<file path="config.mk">
export PLATFORM = sky130hd
export DESIGN_NAME = bcd_scan_counter
export DESIGN_NICKNAME = d
export VERILOG_FILES = /design/src/rtl/bcd_scan_counter.sv
export SDC_FILE = /design/constraint.sdc
export NUM_CORES = 1
export LEC_CHECK = 0
export BUFFER_PORTS_ARGS = -buffer_cell sky130_fd_sc_hd__buf_2
export CAP_MARGIN = 30
export CELL_PAD_IN_SITES_DETAIL_PLACEMENT = 0
export CELL_PAD_IN_SITES_GLOBAL_PLACEMENT = 1
export CORE_MARGIN = 2
export CORE_UTILIZATION = 43
export CTS_BUF_LIST = sky130_fd_sc_hd__clkbuf_8
export DETAILED_ROUTE_END_ITERATION = 7
export GPL_TIMING_DRIVEN = 0
export HOLD_SLACK_MARGIN = 0.08
export PLACE_DENSITY_LB_ADDON = 0.12
export SLEW_MARGIN = 20
export SYNTH_ARGS = -nofsm -noshare
export SYNTH_HDL_FRONTEND = slang
export SYNTH_SLANG_ARGS = --single-unit
</file>
<file path="constraint.sdc">
create_clock -name clk -period 2.5 [get_ports clk]
set_input_delay 0.375 -clock clk [delete_from_list [all_inputs] [get_ports clk]]
set_output_delay 0.375 -clock clk [all_outputs]
set_load 0.01 [all_outputs]
</file>
<file path="src/rtl/bcd_scan_counter.sv">
// bcd_scan_counter: four-digit up/down BCD counter with a multiplexed 7-segment scan driver
//
// Parameters:
//   SCAN_DIV  clk cycles each digit slot is held while scanning (2..65535)
// Ports:
//   clk       clock, all state updates on its rising edge
//   rst       synchronous active-high reset
//   en        count strobe, one step per high cycle
//   up_dn     count direction (1 = up, 0 = down)
//   load      synchronous load, has priority over en
//   load_val  four BCD digits to load, [3:0] is digit 0; nibbles above 9 load as 0
//   count     current four-digit BCD value
//   carry     one-cycle pulse on the cycle count shows a wrapped value
//   num       scanned BCD digit for the 7-segment decoder
//   dig_sel   one-hot digit enable, coherent with num
// Configuration:
//   BCD_SCAN_BLANK_EN  when defined, leading zero digits above digit 0 are blanked
module bcd_scan_counter #(
    parameter int unsigned SCAN_DIV = 1000
) (
    input  logic        clk,
    input  logic        rst,
    input  logic        en,
    input  logic        up_dn,
    input  logic        load,
    input  logic [15:0] load_val,
    output logic [15:0] count,
    output logic        carry,
    output logic [3:0]  num,
    output logic [3:0]  dig_sel
);
    localparam logic [15:0] PRE_MAX = 16'(SCAN_DIV - 1);

    logic [15:0] count_q, count_d;
    logic        carry_q, carry_d;
    logic [3:0]  num_q, num_d;
    logic [3:0]  dig_sel_q, dig_sel_d;
    logic [15:0] pre_q, pre_d;
    logic [1:0]  idx_q, idx_d;
    logic [15:0] inc_v, dec_v, ld_v;
    logic        all9, all0;

    // A digit steps only when every lower digit rolls over (all 9 up, all 0 down).
    always_comb begin
        inc_v = count_q;
        dec_v = count_q;
        ld_v  = load_val;
        all9  = 1'b1;
        all0  = 1'b1;
        for (int i = 0; i < 4; i++) begin
            inc_v[4*i +: 4] = !all9 ? count_q[4*i +: 4] :
                              count_q[4*i +: 4] == 4'd9 ? 4'd0 : count_q[4*i +: 4] + 4'd1;
            dec_v[4*i +: 4] = !all0 ? count_q[4*i +: 4] :
                              count_q[4*i +: 4] == 4'd0 ? 4'd9 : count_q[4*i +: 4] - 4'd1;
            ld_v[4*i +: 4]  = load_val[4*i +: 4] > 4'd9 ? 4'd0 : load_val[4*i +: 4];
            all9 = all9 && count_q[4*i +: 4] == 4'd9;
            all0 = all0 && count_q[4*i +: 4] == 4'd0;
        end
        count_d = load ? ld_v : en ? (up_dn ? inc_v : dec_v) : count_q;
        carry_d = !load && en && (up_dn ? all9 : all0);
    end

`ifdef BCD_SCAN_BLANK_EN
    logic blank;
    // Blank a slot when its digit and every more-significant digit are zero; slot 0 always shows.
    assign blank = idx_q == 2'd3 ? count_q[15:12] == 4'd0 :
                   idx_q == 2'd2 ? count_q[15:8]  == 8'd0 :
                   idx_q == 2'd1 ? count_q[15:4]  == 12'd0 : 1'b0;
`endif

    always_comb begin
        pre_d = pre_q == PRE_MAX ? 16'd0 : pre_q + 16'd1;
        idx_d = pre_q == PRE_MAX ? idx_q + 2'd1 : idx_q;
        num_d = count_q[{idx_q, 2'b00} +: 4];
`ifdef BCD_SCAN_BLANK_EN
        dig_sel_d = blank ? 4'b0000 : 4'b0001 << idx_q;
`else
        dig_sel_d = 4'b0001 << idx_q;
`endif
    end

    always_ff @(posedge clk) begin
        if (rst) begin
            count_q   <= 16'h0000;
            carry_q   <= 1'b0;
            num_q     <= 4'd0;
            dig_sel_q <= 4'b0001;
            pre_q     <= 16'd0;
            idx_q     <= 2'd0;
        end else begin
            count_q   <= count_d;
            carry_q   <= carry_d;
            num_q     <= num_d;
            dig_sel_q <= dig_sel_d;
            pre_q     <= pre_d;
            idx_q     <= idx_d;
        end
    end

    assign count   = count_q;
    assign carry   = carry_q;
    assign num     = num_q;
    assign dig_sel = dig_sel_q;
endmodule

</file>
Word-level counts from Yosys, hierarchy flattened:

Cells that the tools add are included.

* bits in registers: 43
* bits in latches: 0
* bits in writable memories: 0
* bits in read-only memories: 0
* logic and storage cells: 76
* memories: 0

* add/sub/neg operators: 10
* multipliers: 0
* div/mod/pow operators: 0
* $lt $le $gt $ge: 4
* equal/unequal tests: 8
* shift-type cells: 2
* muxes and demuxes: 22
* bitwise gates (word level): 0
* reductions and logical operators: 21

Operators by type and width (number)
* 2-to-1 mux 4 bit: 18
* 2-to-1 mux 16 bit: 3
* adder 16 x 1 -> 16 bit (second input constant): 1
* adder 4 x 1 -> 4 bit (second input constant): 4
* == test 16 x 10 -> 1 bit (second input constant): 1
* == test 4 bit (second input constant): 4
* greater-than comparator 4 bit (second input constant): 4
* logical NOT 4 bit: 4
* variable part select 16 x 5 -> 4 bit: 1
* subtractor 4 x 1 -> 4 bit (second input constant): 4
* inequality test 3 x 1 -> 1 bit (second input constant): 3
* AND reduction 3 bit: 3
* nonzero test 3 bit: 3
* logical AND 1 bit: 8
* left shift 1 x 2 -> 4 bit (first input constant): 1
* adder 2 x 1 -> 2 bit (second input constant): 1
* nonzero test 2 bit: 1
* OR reduction 2 bit: 1
* logical NOT 1 bit: 1
* 2-to-1 mux 1 bit: 1

Logic depth before layout (Yosys ltp):

Gate-level depths: netlist of run 1.

* depth after elaboration: 7
* depth in mapped cells: 7

Least setup slack after synthesis of run 1:

Ideal clock, no wire load.

* kind: register to register
* from: register count_q[5] (netlist: count[5])
* to: register count_q[14] (netlist: count[14])
* setup time: 128 ps
* arrival: 1661 ps
* data required time: 2372 ps
* setup slack: 712 ps
* cell stages (with the launch flop): 7
* path buffers: 1
* clock period less this slack: 1788 ps
* path through: dfxtp_1 buf_6 or4_4 nor4b_4 a21o_4 mux2i_1 nor2_1

* longest elaborated chain between the ends: 5
* elaborated cells between the ends (all ways): 9

RTL lines
* start, declared: line 34 `logic [15:0] count_q, count_d;`
* start signal, assigned: line 91 `count_q <= count_d;`
* == test 4 bit / logical NOT 4 bit (equally long branches): line 56, 57
* logical AND 1 bit, on equally long branches (2 in a row): line 56, 57
* inequality test 3 x 1 -> 1 bit (no source line) / nonzero test 3 bit (equally long branches)
* AND reduction 3 bit (no source line) (*)

Every way passes the cells marked *; elsewhere a longest branch is shown, timed or not.
A chain may end at the register's enable or synchronous reset.

Final worst setup path of run 1:

* from: register count_q[3] (netlist: count[3])
* to: register count_q[14] (netlist: count[14])

Same word-level chain as after synthesis.

==> reports/metrics.yaml, run 1 <==
post_drt_wl_per_cell_um: 14.9
max_freq_ghz: 0.516
drtIter0Drc: 119
path_clk_slew_ns: 0.09
clock_sinks: 43
core_area_um2: 5960
ys.flop_type: "dfxtp_1"
dieHeight_um: 82.8
critPathArrivalTime_ns: 2.11
relSlewSlack_pct: 57.2
whs_ns: 0.364
port_buffers: 43
rrSetupSlack_ns: 0.56
rr_endpoint: "count[14]"
wl_um: 6900
dp.cells: 454
hold_depth: 3
end_kind: "register"
peakVddDrop_v: 0.000205
yosys_warnings: 0
drc_errors: 0
die_area_um2: 6860
cts-root-buf: "clkbuf_8"
finalHoldViolCount: 0
async_flop_share_pct: 0
antenna_cells: 0
syn_nets: 359
critical_path.max_fanout: 10
syn_inst: 336
die_w_um: 82.8
ctsLongestPathBuffers: 2
reg2reg_depth: 6
grt_pass1_vias: 2429
slew_viol_final: 0
nets: 409
finalSetupViolCount: 0
leakage_nw: 1.23
synthDistinctLibCells: 61
period_minus_slack_ns: 1.94
place_area_um2: 2980
min-delay-start: "load_val[1]"
antenna_found_initial: 0
hold_class: "input port to register"
drive_above_1_share_pct: 18.9
grt.total_usage_pct: 20.2
grt_pass1_wl_um: 11500
p_per_area_nw_per_um2: 508
clk_latency_ns: 0.30
finalSetupTns_ns: 0
syn_to_final_growth_pct: 14.8
drv_cap: 0
io_pins: 46
num_rows: 28
grt_max_degree: 14
final_cells: 462
fin_skew_ns: 0.00762
first_pass_iters: 4
numCtsBuffers: 5
design_area_um2: 3070
ant_nets: 0
yosysSeqAreaShare_pct: 32.2
synthesis.area_um2: 2670
cts_hold_buf: 0
post_cts_buffers: 0
routed_via_density: 5.52
gr-total-overflow: 0
status: "complete, no violations"
max_slew.worst_pin.slew_ns: 0.636
vias: 2552
rsz0062_at_grt: "no"
initial_utilization_pct: 44.9
cts_tree: "yes"
cp.required_ns: 2.67
yosys_register_bits: 43
synth_edf_count: 0
final_util_pct: 51.5
path_class: "register to register"
min_to: "count[1]"
dp_hpwl_um: 5030
cts_resized: 0
r2r-start: "count[3]"
htreeDepth: 2
start_kind: "register"
gp_congestion: 0.831
syn_area_per_cell_um2: 7.95
period_share_pct: 77.5
-- cells in the final DEF (no fill, tap or decap), drive strengths merged, types with 14 or more instances in the layout --
master,count
buf,58
nor2,44
dfxtp,43
a21oi,20
o21ai,20
clkbuf,19
nor3,18
nand2,17
inv,14
xnor2,14
-- per-layer routing --
layer	global-route usage (%)	wire length, µm
met2	33.2	3140
met1	26.9	3390
met4	7.30	172
met3	3.18	198
met5	0	0
-- cell usage after synthesis, drive strengths merged, types with 2 or more instances --
library cell	n	share of area, %
a21o	2	0.84
nor4	6	1.4
a221oi	2	0.66
nor2	44	6.2
a31oi	8	1.9
dfxtp	43	32
a211o	2	0.66
and3	4	0.94
nor2b	9	2.4
o31a	2	0.66
o21ai	20	3.7
and2	2	0.47
buf	15	2.9
o2111ai	2	0.66
xnor2	14	4.6
or3	4	1.1
nor3	18	3.4
nand2	17	2.4
inv	13	1.8
mux2i	4	1.5
or2	2	0.47
nand3	11	2.1
and3b	2	0.66
a211oi	4	1.1
nand4	6	1.4
a21oi	20	3.7
clkbuf	14	2.0
nor3b	2	0.56
mux4	4	3.5
ha	2	0.94
and4	3	0.98
nand2b	4	0.94
xor2	10	3.3
o41ai	2	0.94
o21bai	2	0.56
a2111oi	2	0.66
-- worst max-delay path, stage by stage (launching register included) --
cell and delay [ns]:
dfxtp_1 0.37, clkbuf_1 0.39, nand4_1 0.25, nor4b_4 0.35
a21o_4 0.21, mux2i_1 0.19, nor2_1 0.05
-- through the flow --
step	setup WS, ns	power (mW)
global route	0.369	1.64
finish	0.562	1.56
CTS	0.532	1.57
detailed placement	0.546	1.13
global placement	0.561	1.13
floorplan	0.712	1.02
-- cells by family (layout without fill, tap and decap cells) --
| logic type | count (synthesis) | in the layout | synth area share, % |
|---|---|---|---|
| AOI/OAI and AO/OA | 79 | 79 | 20.0 |
| xor gates and xnor gates | 24 | 24 | 7.87 |
| adders and majority gates | 2 | 2 | 0.937 |
| buffers and inverters | 42 | 93 | 6.70 |
| DFF | 43 | 43 | 32.2 |
| muxes | 8 | 8 | 5.01 |
| and+or+nand+nor | 138 | 138 | 27.3 |
-- state kept, by name (all words and copies together) (netlist names) --
| signal | cells |
|---|---|
| dig_sel | 4 |
| pre_q | 16 |
| idx_q | 2 |
| count | 16 |
| carry | 1 |
| num | 4 |
-- worst max path at each step --
stage	startpoint	endpoint	cells past startpoint
2_1_floorplan	count[5]	count[14]	6
3_3_place_gp	count[3]	count[14]	6
3_5_place_dp	pre_q[3]	pre_q[13]	7
4_1_cts	pre_q[3]	pre_q[12]	7
5_1_grt	pre_q[10]	pre_q[1]	7
6_report	count[3]	count[14]	6
-- cell type report --
type | count | area, µm²
multi-input cells | 251 | 1630
clock inverters | 3 | 16.3
well taps | 75 | 93.8
fillers | 611 | 2890
flip-flops and latches | 43 | 861
inverters | 13 | 48.8
clock buffers | 5 | 68.8
plain buffers | 29 | 130
repair buffers | 43 | 215
-- report_power, final --
part | internal, mW | switching [mW] | leakage (nW)
combinational | 0.155 | 0.217 | 0.834
clock | 0.192 | 0.252 | 0.0453
sequential | 0.714 | 0.0297 | 0.351
total | 1.06 | 0.498 | 1.23
Power figures use the tool's default switching activity.
==> run 2, diff against run 1 <==
Settings changed: CORE_UTILIZATION 43 to 39.
Clock period 2.5 ns to 1.7 ns, I/O delays scaled along.
==> reports/metrics.yaml, run 2 (synthesis results as in run 1) <==
gr-total-overflow: 0
wl_um: 7560
routed_via_density: 5.56
grt.total_usage_pct: 20.6
htreeDepth: 2
grt_pass1_wl_um: 12200
rr_endpoint: "count[14]"
io_pins: 46
critical_path.max_fanout: 7
design_area_um2: 3300
r2r-start: "count[1]"
place_area_um2: 2990
switchingPower_uw: 764
leakage_nw: 1.35
cts_tree: "yes"
fin_skew_ns: 0.00952
drtIter0Drc: 160
end_kind: "register"
slew_viol_final: 0
rrSetupSlack_ns: -0.13
path_class: "register to register"
initial_utilization_pct: 39.8
ctsLongestPathBuffers: 2
dp_hpwl_um: 5350
comb_power_share_pct: 23.1
core_area_um2: 6720
status: "complete, but fails checks"
setup.worst_path.end: "count[14]"
dieHeight_um: 86.8
cts-root-buf: "clkbuf_8"
final_common_cell: "buf_2"
first_pass_iters: 4
violations: "setup timing"
critPathArrivalTime_ns: 1.99
max_stage_delay_ns: 0.55
period_minus_slack_ns: 1.83
highest_layer: "met4"
rsz0062_at_grt: "yes"
min-delay-start: "load_val[1]"
antenna_cells: 0
relSlewSlack_pct: 57.8
p_sw_share_pct: 28.7
num_rows: 30
drv_cap: 0
syn_to_final_growth_pct: 23.6
power_frac_seq_pct: 41.2
clk_latency_ns: 0.30
path_cells: "or4_4, nor4b_4, a21o_4, mux2i_1, nor2_1"
reg2reg_depth: 5
cp_slowest_cell: "or4_4"
start_kind: "register"
grt_max_degree: 14
path_clk_slew_ns: 0.09
intPower_mw: 1.90
numCtsBuffers: 5
drive_above_1_share_pct: 27.0
vias: 2646
p_clk_share_pct: 35.7
wl_met1_um: 3580
timing.final.ws_setup_ns: -0.128
peakVddDrop_v: 0.000444
critPathLaunch: "count[1]"
grt_pass1_vias: 2415
cts_hold_buf: 0
gp_congestion: 0.811
finalSetupViolCount: 9
layout_common_cells: "buf_2 (52), nor2_1 (43), dfxtp_1 (37), o21ai_0 (19), a21oi_1 (19)"
finalHoldViolCount: 0
finalSetupTns_ns: -0.641
post_drt_wl_per_cell_um: 15.9
antenna_found_initial: 0
route.met3.wl_um: 411
period_share_pct: 108
clock_sinks: 43
port_buffers: 43
hold_class: "input port to register"
max_slew.worst_pin.slew_ns: 0.633
ant_nets: 0
die_w_um: 86.8
die_area_um2: 7530
met2WireLength_um: 3530
drc_errors: 0
nets: 418
cp.required_ns: 1.86
p_per_area_nw_per_um2: 806
max_freq_ghz: 0.547
-- run 2: changes by cell type in the layout (fill, tap and decap cells not counted), moves of 2 or more --
cell | before | now
buf_4 | 1 | 11
bufinv_16 | 0 | 2
clkbuf_1 | 14 | 8
clkbuf_2 | 0 | 3
clkbuf_4 | 0 | 2
dfxtp_1 | 43 | 37
dfxtp_2 | 0 | 4
dfxtp_4 | 0 | 2
nor3_1 | 18 | 13
nor3_2 | 0 | 4
nor4_1 | 6 | 3
nor4_2 | 0 | 3
-- run 2: what timing repair did --
item,in CTS,in global routing
resized for setup,21,15
setup buffers,4,6
setup endpoints to repair,27,22
pin swaps,5,10
gates cloned,0,1
-- run 2: worst max-delay path, delay by kind of cell, from the launching register on --
family | cells | cell delay, ns
simple gates | 3 | 0.94
compound gates | 1 | 0.22
mux | 1 | 0.18
flops | 1 | 0.34
-- run 2: through the flow --
stage	instances	total power, mW	utilization (%)	setup WS, ns	hold WS, ns
floorplan	336	1.50	-	-0.0255	0.413
detailed placement	459	1.67	44.5	-0.318	0.436
global route	476	2.79	49.1	-0.210	0.278
finish	476	2.66	49.1	-0.128	0.265
global placement	459	1.67	44.5	-0.315	0.432
CTS	470	2.65	47.8	-0.118	0.265
-- run 2: cell type report --
type / instances / area, µm²
buffer: 27 / 134
clock buffer: 5 / 68.8
clock inverter: 3 / 63.8
fill: 709 / 3420
inverter: 13 / 48.8
multi-input combinational: 251 / 1720
sequential: 43 / 873
tap: 80 / 100
timing repair buffer: 54 / 295
-- run 2: how the worst min path moves through the flow --
stage          endpoint  slack (ns)  depth (start not counted)
6_report       count[1]        0.27                          3
5_1_grt        count[1]        0.28                          3
4_1_cts        count[4]        0.27                          3
3_5_place_dp   pre_q[0]        0.44                          1
3_3_place_gp   pre_q[0]        0.43                          1
2_1_floorplan  count[6]        0.41                          2
-- run 2: power by group through the flow --
stage	combinational, mW	sequential [mW]	clock, mW
after floorplan	0.371	1.12	0
after global placement	0.553	1.12	0
after detailed placement	0.552	1.12	0
after CTS	0.582	1.10	0.971
after global routing	0.673	1.10	1.01
final	0.614	1.10	0.951
-- run 2: routing by layer --
layer,vias to the layer above,global-route usage [%]
li1,1326,-
met1,1243,29.2
met2,72,33.0
met3,5,3.05
met4,0,5.11
met5,-,0
==> run 3, diff against run 2 <==
Settings changed: BUFFER_PORTS_ARGS -buffer_cell sky130_fd_sc_hd__buf_2 to not set, CORE_UTILIZATION 39 to 44, DONT_BUFFER_PORTS set to 1.
==> reports/metrics.yaml, run 3 (synthesis results as in run 1) <==
wl_um: 7520
syn_to_final_growth_pct: 15.5
min_to: "count[1]"
critPathArrivalTime_ns: 2.01
clk_latency_ns: 0.30
status: "complete, but fails checks"
numCtsBuffers: 5
period_share_pct: 108
rsz0062_at_grt: "yes"
finalSetupTns_ns: -0.862
path_class: "register to register"
grt.total_usage_pct: 23.4
relSlewSlack_pct: 54.0
grt_max_degree: 14
p_per_area_nw_per_um2: 754
switchingPower_uw: 757
core_area_um2: 5890
path_clk_slew_ns: 0.09
leakage_nw: 1.14
finalSetupViolCount: 10
critical_path.max_fanout: 6
whs_ns: 0.134
vias: 2559
dieHeight_um: 81.9
clock_sinks: 43
max_freq_ghz: 0.543
p_sw_share_pct: 32.5
timing.final.ws_setup_ns: -0.141
port_buffers: 0
die_area_um2: 6710
final_cells: 426
dp_hpwl_um: 5040
cts-root-buf: "clkbuf_8"
intPower_mw: 1.57
drtIter0Drc: 207
p_total_mw: 2.33
num_rows: 28
gp_congestion: 0.814
routed_via_density: 6.01
p_clk_share_pct: 28.0
ctsLongestPathBuffers: 2
comb_power_share_pct: 23.8
ant_nets: 0
dp.cells: 411
cp.required_ns: 1.87
drc_errors: 0
grt_pass1_vias: 2301
r2r-start: "count[5]"
antenna_cells: 0
io_pins: 46
final_common_cell: "nor2_1"
gr-total-overflow: 0
first_pass_iters: 5
slew_viol_final: 0
reg2reg_depth: 6
final_util_pct: 52.4
cts_hold_buf: 0
start_kind: "register"
cts_tree: "yes"
antenna_found_initial: 0
die_w_um: 81.9
period_minus_slack_ns: 1.84
power_frac_seq_pct: 48.2
finalHoldViolCount: 0
hold_class: "input port to register"
peakVddDrop_v: 0.000376
fin_skew_ns: 0.00755
hold_depth: 2
min-delay-start: "load_val[1]"
drv_cap: 0
initial_utilization_pct: 45.4
end_kind: "register"
layout_common_cells: "nor2_1 (42), dfxtp_1 (36), a21oi_1 (19), o21ai_0 (18), nand2_1 (17)"
post_drt_wl_per_cell_um: 17.7
nets: 373
htreeDepth: 2
drive_above_1_share_pct: 19.9
violations: "setup timing"
rr_endpoint: "count[14]"
max_slew.worst_pin.slew_ns: 0.687
grt_pass1_wl_um: 11900
rrSetupSlack_ns: -0.14
==> run 3: cell count changes in the layout (fill, tap and decap cells not counted), moves of 2 or more <==
cell,change
a2111oi_0,-2
a2111oi_2,+2
buf_2,-44
buf_4,-2
buf_6,+2
bufinv_16,-2
==> run 3: worst max-delay path, cell delays in order, from the launching register on <==
cell and delay, ns:
dfxtp_4 0.37, buf_6 0.12, or4_4 0.51, nor4b_4 0.28, a21o_4 0.21, mux2i_1 0.19, nor2_1 0.05
==> run 3: cell type report <==
type	count	area (µm²)
fillers	578	2800
multi-input cells	251	1770
flip-flops and latches	43	875
plain buffers	28	154
well taps	75	93.8
clock buffers	5	68.8
repair buffers	8	61.3
inverters	13	48.8
clock inverters	3	16.3
==> run 3: power by group through the flow <==
stage,Combinational [mW],Sequential (mW),Clock [mW]
floorplan,0.371,1.12,0
global placement,0.467,1.14,0
detailed placement,0.463,1.14,0
CTS,0.513,1.12,0.671
global route,0.608,1.13,0.704
finish,0.554,1.12,0.651
==> run 3: what timing repair did <==
action	CTS	global route
cloned	0	1
endpoints found under the hold margin	0	0
pin swaps	6	4
buffers inserted	7	0
setup endpoints to repair	29	24
gates resized for setup	31	27
==> run 3: routing by layer <==
layer	share of wire [%]	GRT usage, %	vias up
li1	-	-	1239
met1	48	34.0	1210
met2	43	35.1	99
met3	7.1	4.73	11
met4	1.5	6.17	0
met5	0	0	-
==> run 3: stage by stage <==
step	cell area (µm²)	setup slack, ns
after floorplan	2670	-0.0255
after global placement	2770	-0.362
final	3090	-0.141
after detailed placement	2770	-0.347
after CTS	3010	-0.125
after global routing	3090	-0.164
==> run 3: worst max path at each step <==
stage              start        end  slack, ns  cells past startpoint
4_1_cts         count[5]  count[14]      -0.13                      6
5_1_grt         count[5]   count[9]      -0.16                      6
3_5_place_dp   pre_q[10]  pre_q[15]      -0.35                      7
3_3_place_gp    count[0]   count[8]      -0.36                      5
2_1_floorplan   count[3]  count[14]      -0.03                      6
6_report        count[5]  count[14]      -0.14                      6
